$ cat src/rtl/control_pkg.sv
// control_pkg: shared definitions for the multicycle RV32I main controller.
// Holds the FSM state encoding, the RV32I major opcodes, the ALU operation
// encoding and the datapath mux / immediate-type select values.
package control_pkg;

  localparam int WORD_SIZE = 32;
  localparam int STATE_W   = 4;

  typedef enum logic [STATE_W-1:0] {
    S_FETCH,
    S_DECODE,
    S_MEM_ADR,
    S_MEM_READ,
    S_MEM_WB,
    S_MEM_WRITE,
    S_EXEC_R,
    S_EXEC_I,
    S_LUI,
    S_AUIPC,
    S_ALU_WB,
    S_BRANCH,
    S_JUMP,
    S_EXEC_JALR,
    S_HALT
  } state_t;

  // RV32I major opcodes (IR[6:0])
  localparam logic [6:0] OPC_LOAD   = 7'b0000011;
  localparam logic [6:0] OPC_STORE  = 7'b0100011;
  localparam logic [6:0] OPC_OP     = 7'b0110011;
  localparam logic [6:0] OPC_OP_IMM = 7'b0010011;
  localparam logic [6:0] OPC_BRANCH = 7'b1100011;
  localparam logic [6:0] OPC_JAL    = 7'b1101111;
  localparam logic [6:0] OPC_JALR   = 7'b1100111;
  localparam logic [6:0] OPC_LUI    = 7'b0110111;
  localparam logic [6:0] OPC_AUIPC  = 7'b0010111;
  localparam logic [6:0] OPC_SYSTEM = 7'b1110011;

  // ALU operation encoding
  localparam logic [3:0] ALU_ADD    = 4'd0;
  localparam logic [3:0] ALU_SUB    = 4'd1;
  localparam logic [3:0] ALU_AND    = 4'd2;
  localparam logic [3:0] ALU_OR     = 4'd3;
  localparam logic [3:0] ALU_XOR    = 4'd4;
  localparam logic [3:0] ALU_SLL    = 4'd5;
  localparam logic [3:0] ALU_SRL    = 4'd6;
  localparam logic [3:0] ALU_SRA    = 4'd7;
  localparam logic [3:0] ALU_SLT    = 4'd8;
  localparam logic [3:0] ALU_SLTU   = 4'd9;
  localparam logic [3:0] ALU_PASS_B = 4'd10;

  // Memory address source
  localparam logic       ADR_PC  = 1'b0;
  localparam logic       ADR_BUS = 1'b1;

  // Output bus source
  localparam logic [2:0] OUT_ALU_REG  = 3'd0;
  localparam logic [2:0] OUT_ALU_OUT  = 3'd1;
  localparam logic [2:0] OUT_DATA_REG = 3'd2;

  // Immediate formats
  localparam logic [2:0] IMM_I = 3'd0;
  localparam logic [2:0] IMM_S = 3'd1;
  localparam logic [2:0] IMM_B = 3'd2;
  localparam logic [2:0] IMM_U = 3'd3;
  localparam logic [2:0] IMM_J = 3'd4;

  // ALU operand sources
  localparam logic [1:0] SRC_A_OLD_PC = 2'd0;
  localparam logic [1:0] SRC_A_PC     = 2'd1;
  localparam logic [1:0] SRC_A_REG    = 2'd2;
  localparam logic [1:0] SRC_B_REG    = 2'd0;
  localparam logic [1:0] SRC_B_IMM    = 2'd1;
  localparam logic [1:0] SRC_B_FOUR   = 2'd2;

  // funct3 010/011 has no branch meaning in RV32I.
  function automatic logic branch_f3_legal(input logic [2:0] f3);
    return !(f3 == 3'b010 || f3 == 3'b011);
  endfunction

  // Branch decision from the compare flags produced during BRANCH.
  function automatic logic branch_taken(input logic [2:0] f3,
                                        input logic       zero,
                                        input logic       lt);
    logic t;
    case (f3)
      3'b000:  t = zero;          // BEQ
      3'b001:  t = !zero;         // BNE
      3'b100,
      3'b110:  t = lt;            // BLT / BLTU
      3'b101,
      3'b111:  t = !lt;           // BGE / BGEU
      default: t = 1'b0;
    endcase
    return t;
  endfunction

endpackage

$ cat src/rtl/control_fsm_alu_decoder.sv
// alu_decoder: maps {funct3, funct7[5]} to the ALU operation for the
// register-register (EXEC_R) and register-immediate (EXEC_I) paths.
//   funct3     : IR[14:12]
//   funct7_b5  : IR[30]
//   is_reg_op  : 1 for OP, 0 for OP-IMM
//   alu_ctrl   : ALU operation (control_pkg encoding)
module alu_decoder
  import control_pkg::*;
(
  input  logic [2:0] funct3,
  input  logic       funct7_b5,
  input  logic       is_reg_op,
  output logic [3:0] alu_ctrl
);

  always_comb begin
    alu_ctrl = ALU_ADD;
    case (funct3)
      // IR[30] in ADDI is part of the immediate, so SUB only exists for OP.
      3'b000: alu_ctrl = (is_reg_op && funct7_b5) ? ALU_SUB : ALU_ADD;
      3'b001: alu_ctrl = ALU_SLL;
      3'b010: alu_ctrl = ALU_SLT;
      3'b011: alu_ctrl = ALU_SLTU;
      3'b100: alu_ctrl = ALU_XOR;
      // SRA/SRAI share the funct7[5] marker in both formats.
      3'b101: alu_ctrl = funct7_b5 ? ALU_SRA : ALU_SRL;
      3'b110: alu_ctrl = ALU_OR;
      3'b111: alu_ctrl = ALU_AND;
      default: alu_ctrl = ALU_ADD;
    endcase
  end

endmodule

$ cat src/rtl/control_fsm.sv
// control_fsm: multicycle Moore controller for the shared-bus RV32I datapath.
// Sequences FETCH / DECODE / EXECUTE / MEMORY / WRITEBACK; one instruction in
// flight at a time, 3..5 cycles each.
//   clk, rst          : clock (rising edge), asynchronous active-low reset
//   opcode/funct3/7   : instruction register fields (stable after FETCH)
//   zero_flag, alu_lt : ALU compare flags, consumed in BRANCH
//   adr_src..alu_ctrl : datapath selects and write enables
//   halted, illegal   : FSM is in HALT / HALT reached via an undecodable opcode
//   state_dbg         : current FSM state, for observation only
module control_fsm
  import control_pkg::*;
(
  input  logic       clk,
  input  logic       rst,
  input  logic [6:0] opcode,
  input  logic [2:0] funct3,
  input  logic [6:0] funct7,
  input  logic       zero_flag,
  input  logic       alu_lt,
  output logic       adr_src,
  output logic       pc_write,
  output logic       ir_write,
  output logic       mem_write,
  output logic [1:0] mem_ctrl,
  output logic       reg_write,
  output logic       output_en,
  output logic [2:0] out_mux_sel,
  output logic [2:0] imm_extend_sel,
  output logic [2:0] load_extend_sel,
  output logic [1:0] alu_src_a_sel,
  output logic [1:0] alu_src_b_sel,
  output logic [3:0] alu_ctrl,
  output logic       halted,
  output logic       illegal,
  output state_t     state_dbg
);

  state_t     state, next_state;
  logic       illegal_q;
  logic       set_illegal;
  logic [3:0] dec_alu_ctrl;
  logic       pc_write_raw, ir_write_raw, mem_write_raw;
  logic       reg_write_raw, output_en_raw;

  // Only funct7[5] carries meaning for RV32I base ALU ops.
  logic unused_funct7;
  assign unused_funct7 = ^{funct7[6], funct7[4:0]};

  alu_decoder u_alu_decoder (
    .funct3    (funct3),
    .funct7_b5 (funct7[5]),
    .is_reg_op (state == S_EXEC_R),
    .alu_ctrl  (dec_alu_ctrl)
  );

  always_ff @(posedge clk or negedge rst) begin
    if (!rst) begin
      state     <= S_FETCH;
      illegal_q <= 1'b0;
    end else begin
      state <= next_state;
      if (set_illegal) illegal_q <= 1'b1;
    end
  end

  always_comb begin
    next_state      = state;
    set_illegal     = 1'b0;
    adr_src         = ADR_PC;
    pc_write_raw    = 1'b0;
    ir_write_raw    = 1'b0;
    mem_write_raw   = 1'b0;
    mem_ctrl        = 2'd0;
    reg_write_raw   = 1'b0;
    output_en_raw   = 1'b0;
    out_mux_sel     = OUT_ALU_REG;
    imm_extend_sel  = IMM_I;
    load_extend_sel = 3'd0;
    alu_src_a_sel   = SRC_A_OLD_PC;
    alu_src_b_sel   = SRC_B_REG;
    alu_ctrl        = ALU_ADD;

    case (state)
      S_FETCH: begin
        // IR <= mem[PC]; PC <= PC + 4 through alu_out.
        ir_write_raw  = 1'b1;
        alu_src_a_sel = SRC_A_PC;
        alu_src_b_sel = SRC_B_FOUR;
        out_mux_sel   = OUT_ALU_OUT;
        pc_write_raw  = 1'b1;
        next_state    = S_DECODE;
      end
      S_DECODE: begin
        // old PC + imm lands in alu_reg as a speculative branch/jump target.
        alu_src_a_sel = SRC_A_OLD_PC;
        alu_src_b_sel = SRC_B_IMM;
        if (opcode == OPC_BRANCH)   imm_extend_sel = IMM_B;
        else if (opcode == OPC_JAL) imm_extend_sel = IMM_J;
        case (opcode)
          OPC_LOAD, OPC_STORE: next_state = S_MEM_ADR;
          OPC_OP:              next_state = S_EXEC_R;
          OPC_OP_IMM:          next_state = S_EXEC_I;
          OPC_BRANCH:          next_state = S_BRANCH;
          OPC_JAL:             next_state = S_JUMP;
          OPC_JALR:            next_state = S_EXEC_JALR;
          OPC_LUI:             next_state = S_LUI;
          OPC_AUIPC:           next_state = S_AUIPC;
          default: begin
            next_state  = S_HALT;
            set_illegal = (opcode != OPC_SYSTEM);
          end
        endcase
      end
      S_MEM_ADR: begin
        alu_src_a_sel  = SRC_A_REG;
        alu_src_b_sel  = SRC_B_IMM;
        imm_extend_sel = (opcode == OPC_LOAD) ? IMM_I : IMM_S;
        next_state     = (opcode == OPC_LOAD) ? S_MEM_READ : S_MEM_WRITE;
      end
      S_MEM_READ: begin
        adr_src         = ADR_BUS;
        out_mux_sel     = OUT_ALU_REG;
        mem_ctrl        = funct3[1:0];
        load_extend_sel = funct3;
        next_state      = S_MEM_WB;
      end
      S_MEM_WB: begin
        out_mux_sel     = OUT_DATA_REG;
        reg_write_raw   = 1'b1;
        output_en_raw   = 1'b1;
        load_extend_sel = funct3;
        next_state      = S_FETCH;
      end
      S_MEM_WRITE: begin
        adr_src       = ADR_BUS;
        out_mux_sel   = OUT_ALU_REG;
        mem_write_raw = 1'b1;
        mem_ctrl      = funct3[1:0];
        next_state    = S_FETCH;
      end
      S_EXEC_R: begin
        alu_src_a_sel = SRC_A_REG;
        alu_src_b_sel = SRC_B_REG;
        alu_ctrl      = dec_alu_ctrl;
        next_state    = S_ALU_WB;
      end
      S_EXEC_I: begin
        alu_src_a_sel  = SRC_A_REG;
        alu_src_b_sel  = SRC_B_IMM;
        imm_extend_sel = IMM_I;
        alu_ctrl       = dec_alu_ctrl;
        next_state     = S_ALU_WB;
      end
      S_LUI: begin
        alu_src_b_sel  = SRC_B_IMM;
        imm_extend_sel = IMM_U;
        alu_ctrl       = ALU_PASS_B;
        next_state     = S_ALU_WB;
      end
      S_AUIPC: begin
        alu_src_a_sel  = SRC_A_OLD_PC;
        alu_src_b_sel  = SRC_B_IMM;
        imm_extend_sel = IMM_U;
        alu_ctrl       = ALU_ADD;
        next_state     = S_ALU_WB;
      end
      S_ALU_WB: begin
        out_mux_sel   = OUT_ALU_REG;
        reg_write_raw = 1'b1;
        output_en_raw = 1'b1;
        next_state    = S_FETCH;
      end
      S_BRANCH: begin
        alu_src_a_sel = SRC_A_REG;
        alu_src_b_sel = SRC_B_REG;
        case (funct3)
          3'b000, 3'b001: alu_ctrl = ALU_SUB;
          3'b100, 3'b101: alu_ctrl = ALU_SLT;
          3'b110, 3'b111: alu_ctrl = ALU_SLTU;
          default:        alu_ctrl = ALU_ADD;
        endcase
        if (!branch_f3_legal(funct3)) begin
          next_state  = S_HALT;
          set_illegal = 1'b1;
        end else begin
          // Target computed in DECODE is already waiting in alu_reg.
          if (branch_taken(funct3, zero_flag, alu_lt)) begin
            out_mux_sel  = OUT_ALU_REG;
            pc_write_raw = 1'b1;
          end
          next_state = S_FETCH;
        end
      end
      S_JUMP: begin
        // PC <= alu_reg (target) while the ALU forms old PC + 4 as the
        // return address, which ALU_WB then writes back.
        out_mux_sel   = OUT_ALU_REG;
        pc_write_raw  = 1'b1;
        alu_src_a_sel = SRC_A_OLD_PC;
        alu_src_b_sel = SRC_B_FOUR;
        alu_ctrl      = ALU_ADD;
        next_state    = S_ALU_WB;
      end
      S_EXEC_JALR: begin
        // rs1 + imm; bit 0 is deliberately not cleared.
        alu_src_a_sel  = SRC_A_REG;
        alu_src_b_sel  = SRC_B_IMM;
        imm_extend_sel = IMM_I;
        alu_ctrl       = ALU_ADD;
        next_state     = S_JUMP;
      end
      S_HALT: begin
        next_state = S_HALT;
      end
      default: begin
        next_state = S_FETCH;
      end
    endcase
  end

  // Enables are qualified by rst so FETCH's writes stay off while reset is
  // held and nothing is written after rst falls mid-instruction.
  assign pc_write  = pc_write_raw  & rst;
  assign ir_write  = ir_write_raw  & rst;
  assign mem_write = mem_write_raw & rst;
  assign reg_write = reg_write_raw & rst;
  assign output_en = output_en_raw & rst;
  assign halted    = (state == S_HALT);
  assign illegal   = illegal_q;
  assign state_dbg = state;

endmodule

$ cat config.mk
export PLATFORM = sky130hd
export DESIGN_NAME = control_fsm
export DESIGN_NICKNAME = d
export VERILOG_FILES = /design/src/rtl/control_pkg.sv /design/src/rtl/control_fsm_alu_decoder.sv /design/src/rtl/control_fsm.sv
export SDC_FILE = /design/constraint.sdc
export NUM_CORES = 1
export LEC_CHECK = 0
export CORE_MARGIN = 5
export CORE_UTILIZATION = 39
export DETAILED_ROUTE_END_ITERATION = 7
export GPL_ROUTABILITY_DRIVEN = 1
export HOLD_SLACK_MARGIN = 0.08
export PLACE_DENSITY_LB_ADDON = 0.2
export SLEW_MARGIN = 20
export SYNTH_ARGS = -nofsm -noshare
export SYNTH_HDL_FRONTEND = slang
export SYNTH_SLANG_ARGS = --single-unit
$ cat constraint.sdc
create_clock -name clk -period 3.3 [get_ports clk]
set_input_delay 0.33 -clock clk [delete_from_list [all_inputs] [get_ports clk]]
set_output_delay 0.33 -clock clk [all_outputs]
set_load 0.02 [all_outputs]
* Word-level counts from Yosys, hierarchy flattened
Index checks and enable logic that the tools add are counted.
Storage, ports and cells: flip-flop bits (word level) 5, output and inout bits 31, logic and storage cells 90
Cells by class: equality and inequality tests 31, multiplexer cells 31, bitwise logic cells 4, reduce and logical (&&, ||, !) cells 22
Operators by type and width (count):
- $pmux W4 S8 | 3
- $eq A4 B4 Y1 const B | 7
- $pmux W4 S3 | 2
- $reduce_or A2 Y1 | 12
- $eq A7 B6 Y1 const B | 3
- $eq A7 B7 Y1 const B | 3
- $eq A4 B3 Y1 const B | 4
- $eq A7 B5 Y1 const B | 2
- $mux W1 | 13
- $eq A3 B3 Y1 const B | 4
- $mux W3 | 4
- $pmux W2 S2 | 3
- $reduce_or A5 Y1 | 2
- $pmux W3 S3 | 1
- $reduce_or A9 Y1 | 1
- $eq A4 B2 Y1 const B | 2
- $eq A7 B2 Y1 const B | 1
- $ne A7 B7 Y1 const B | 1
- $eq A3 B2 Y1 const B | 2
- $reduce_or A6 Y1 | 1
- $and A1 B1 Y1 | 4
- $eq A4 B1 Y1 const B | 1
- $logic_not A4 Y1 | 1
- $mux W4 | 1
- 8 further kinds | 10

* Depth between registers and ports, before layout
depth after elaboration 9, mapped depth 6

* Hierarchy
From an unflattened synthesis, not the netlist that was laid out.
Second synthesis, totals: cells, all modules 126, area, all modules 887.1 sq um
By module, submodules not included:
- control_fsm | instances 1, cells each 117, area an instance 824.5 sq um, sequential area each 125.1 sq um
- alu_decoder | instances 1, cells each 9, area an instance 62.6 sq um, sequential area each 0.0 sq um

* Worst setup path after synthesis
Ideal clock, no wire load.
kind reg-to-output, start point register state[3], in the netlist state_dbg[3], end point output reg_write, data arrival time 1833 ps, path slack 1137 ps, cell stages (with the launch flop) 6, path buffers 3, cells stage by stage dfrtp_1 buf_2 buf_2 a21oi_1 nor3b_1 buf_4
Between the ends: longest elaborated chain between the ends 4, elaborated cells between the ends (all ways) 5, classes of those cells eq/ne (2); mux (1); bitwise (1); reduce/logical (1)
RTL lines:
- start, declared | RTL line control_fsm.sv:38 | state_t state, next_state;
- start signal, assigned | RTL line control_fsm.sv:61 | state <= next_state;
- $eq A4 B4 Y1 or $eq A4 B3 Y1 (tied branches)
- $reduce_or A2 Y1 (no source line) (*)
- $mux W1 (*)
- $and A1 B1 Y1 (*)
- end, declared | RTL line control_fsm.sv:25 | output logic reg_write,
Every way passes the cells marked *; elsewhere a longest branch is shown, timed or not.

* Worst setup path in the final report
start point register state[1], in the netlist state_dbg[1], end point output imm_extend_sel[1]
Between the ends: longest elaborated chain between the ends 3, elaborated cells between the ends (all ways) 6, classes of those cells eq/ne (4); mux (1); reduce/logical (1)
RTL lines:
- $eq A4 B4 Y1 | RTL line control_fsm.sv:83 | case (state)
- $reduce_or A2 Y1 (no source line)
- $pmux W3 S3 (*) | RTL line control_fsm.sv:83
- end, declared | RTL line control_fsm.sv:28 | output logic [2:0] imm_extend_sel,
Marks and branches as above.

==> summary.txt <==
Hold Crit Class - input pin to asynchronous set/reset pin
Routed via count - 995
Ports - 52
# nets final - 177
VDD IR-drop max - 0.000609 V
Largest net degree at the start of global routing - 26
RSZ-0062 raised after global routing - false
Drt wl/cell - 13.8 µm
Clock skew - 3.62 ps
Max_cap viols - 0
Final setup violation count - 0
Layout area overhead - 53.5%
Critical Path AT - 2460 ps
Met3 Usage GRT - 0.0464
Longest Clk Path Bufs - 2
Worst reg-to-reg setup slack - 1630 ps
Pre-CTS setup slack - 696 ps
CP max stage delay - 660 ps
Gr ovfl total - 0
CTS Sinks - 5
M2 GR Usage - 0.272
Placer Congestion - 0.792
Top cells by area, synth - dfrtp_1, nor2_1, buf_2
Post-Layout Cell Count - 182
Status - finished, final reports clean
Synth area leader - dfrtp_1
Cells after Synth - 120
Synth async-reset ratio - 1.00
Residual DRC count - 0
Initial antenna violation count - 0
Sequential element share of the synthesized area - 0.154
First-pass GRT wire length - 4230 µm
Clock transition at the registers of the reported paths - 50 ps
Power per cell area - 843 nW/µm²
Synth cell types - 44
Critical-path top delay cell - clkdlybuf4s50_1
Routed vias/inst - 5.47
FF+latch count, synth - 5
Setup TNS - 0 ps
Tmin final - 2790 ps
Crit path kind - register to output port
CP startpoint - state_dbg[1]
R2r startpoint - state_dbg[1]
GRT Util Overall - 0.160
Netlist Area Pre-Place - 811 µm²
DIE HEIGHT - 55.6 µm
Vias in the first global route - 930
Worst-Skew Late Latency - 240 ps
Fin. Hold Viols - 0
Top delay family on crit path - simple AND/OR/NAND/NOR gates
DIE WIDTH - 55.6 µm
CP max FO - 23
Hpwl dp - 1940 µm
Starting DRT DRC Count - 14
Site Rows - 16
Most used DFF post-synth - dfrtp_1
H-tree Lvls - 1
Buffers & Inverters on Critical Path - 1
Worst setup SP type - register
Clk root buf - clkbuf_4
Placed cells - 178
GRT met1 Usage - 0.207
WL final - 2520 µm
Power Total - 1050 µW
Total core area - 1960 µm²
YS warnings - 0
Syn_area_per_cell - 6.76 µm²
Initial Util - 0.413
Lkg Pwr - 0.000483 µW
Routed Antenna Nets - 0
Min setup slack post-route - 514 ps
Die Area - 3090 µm²
Synth top area share - 0.154
Max_slew headroom - 0.544
Num CTS Buffers - 3
Crit path cell chain - nand2b_1, or3_4, o32ai_1, clkdlybuf4s50_1
Post-CTS setup repair buffer count - 0
Worst Path Required - 2970 ps
Slew Limit Fails - 0
Period Utilization, post-route - 0.844
# diodes - 0
Top Usage Layer GRT - met2
Port-buffer cells - 44
Layout cells sized above 1 - 0.0387
Worst Max-Slew Pin Slew - 684 ps
F_max - 359 MHz
EDFF count, synth - 0
First-pass iteration count of the detailed router - 4
CP Capture Type - output port
# resized after CTS - 0
Hold_buf cts - 0
CTS tree - yes
Post-Syn Nets - 141
==> registers in the layout (all words and copies together) (netlist names) <==
| signal | count |
|---|---|
| illegal | 1 |
| state_dbg | 4 |
==> layer usage <==
metal / share of wire / up-vias
met2: 0.49 / 35
met1: 0.45 / 464
met5: 0 / -
met3: 0.056 / 0
met4: 0 / 0
li1: - / 496
==> final timing paths <==
check | end | cells past startpoint
max in group asynchronous | state_dbg[0] | 1
hold reg to reg | illegal | 1
setup reg to reg | illegal | 4
min in group clk | illegal | 1
setup / recovery | imm_extend_sel[1] | 4
hold / removal | state_dbg[3] | 1
==> synthesized netlist by cell type (all sizes together), types with 2 or more instances <==
master,number
a31oi,2
a21o,2
dfrtp,5
nor3,7
and2,6
o21ai,7
xor2,4
inv,5
nor2,16
nand3,2
nand2,7
clkbuf,3
and3,2
a21oi,4
nand2b,4
nor3b,3
o22ai,3
a32o,2
buf,10
nor2b,6
==> cell families after synthesis <==
kind of cell,count (synthesis),synth area share
AOI/OAI and AO/OA,31,0.276
and+or+nand+nor,60,0.404
DFF,5,0.154
muxes,1,0.0123
xor gates and xnor gates,4,0.0432
other,1,0.00463
buffers and inverters,18,0.105
==> cell usage in the layout (no fill, tap or decap), types with 4 or more instances in the layout <==
cell	netlist	routed
inv_1	5	5
nor2b_1	5	5
nor3_1	7	7
nand2_1	7	7
nor2_1	16	16
clkdlybuf4s50_1	0	44
xor2_1	4	4
dfrtp_1	5	5
nand2b_1	4	4
and2_1	6	6
o21ai_0	4	4
==> where the power goes <==
| part | switching (µW) | internal (µW) |
|---|---|---|
| sequential | 118 | 84.7 |
| combinational | 392 | 384 |
| clock | 25.2 | 45.7 |
| total | 536 | 514 |
==> layout make-up <==
class	instances	area, µm²
Multi-Input combinational cell	97	601
Timing Repair Buffer	44	440
Tap cell	27	33.8
Sequential cell	5	125
Inverter	5	18.8
Clock buffer	4	26.3
Fill cell	198	717
==> stage by stage <==
step	utilization	instance area [µm²]	hold WS, ps
floorplan	-	811	34.4
global placement	0.621	1220	485
detailed placement	0.621	1220	478
CTS	0.635	1240	396
global route	0.635	1240	420
finish	0.635	1240	400
(Power assumes the default switching activity.)
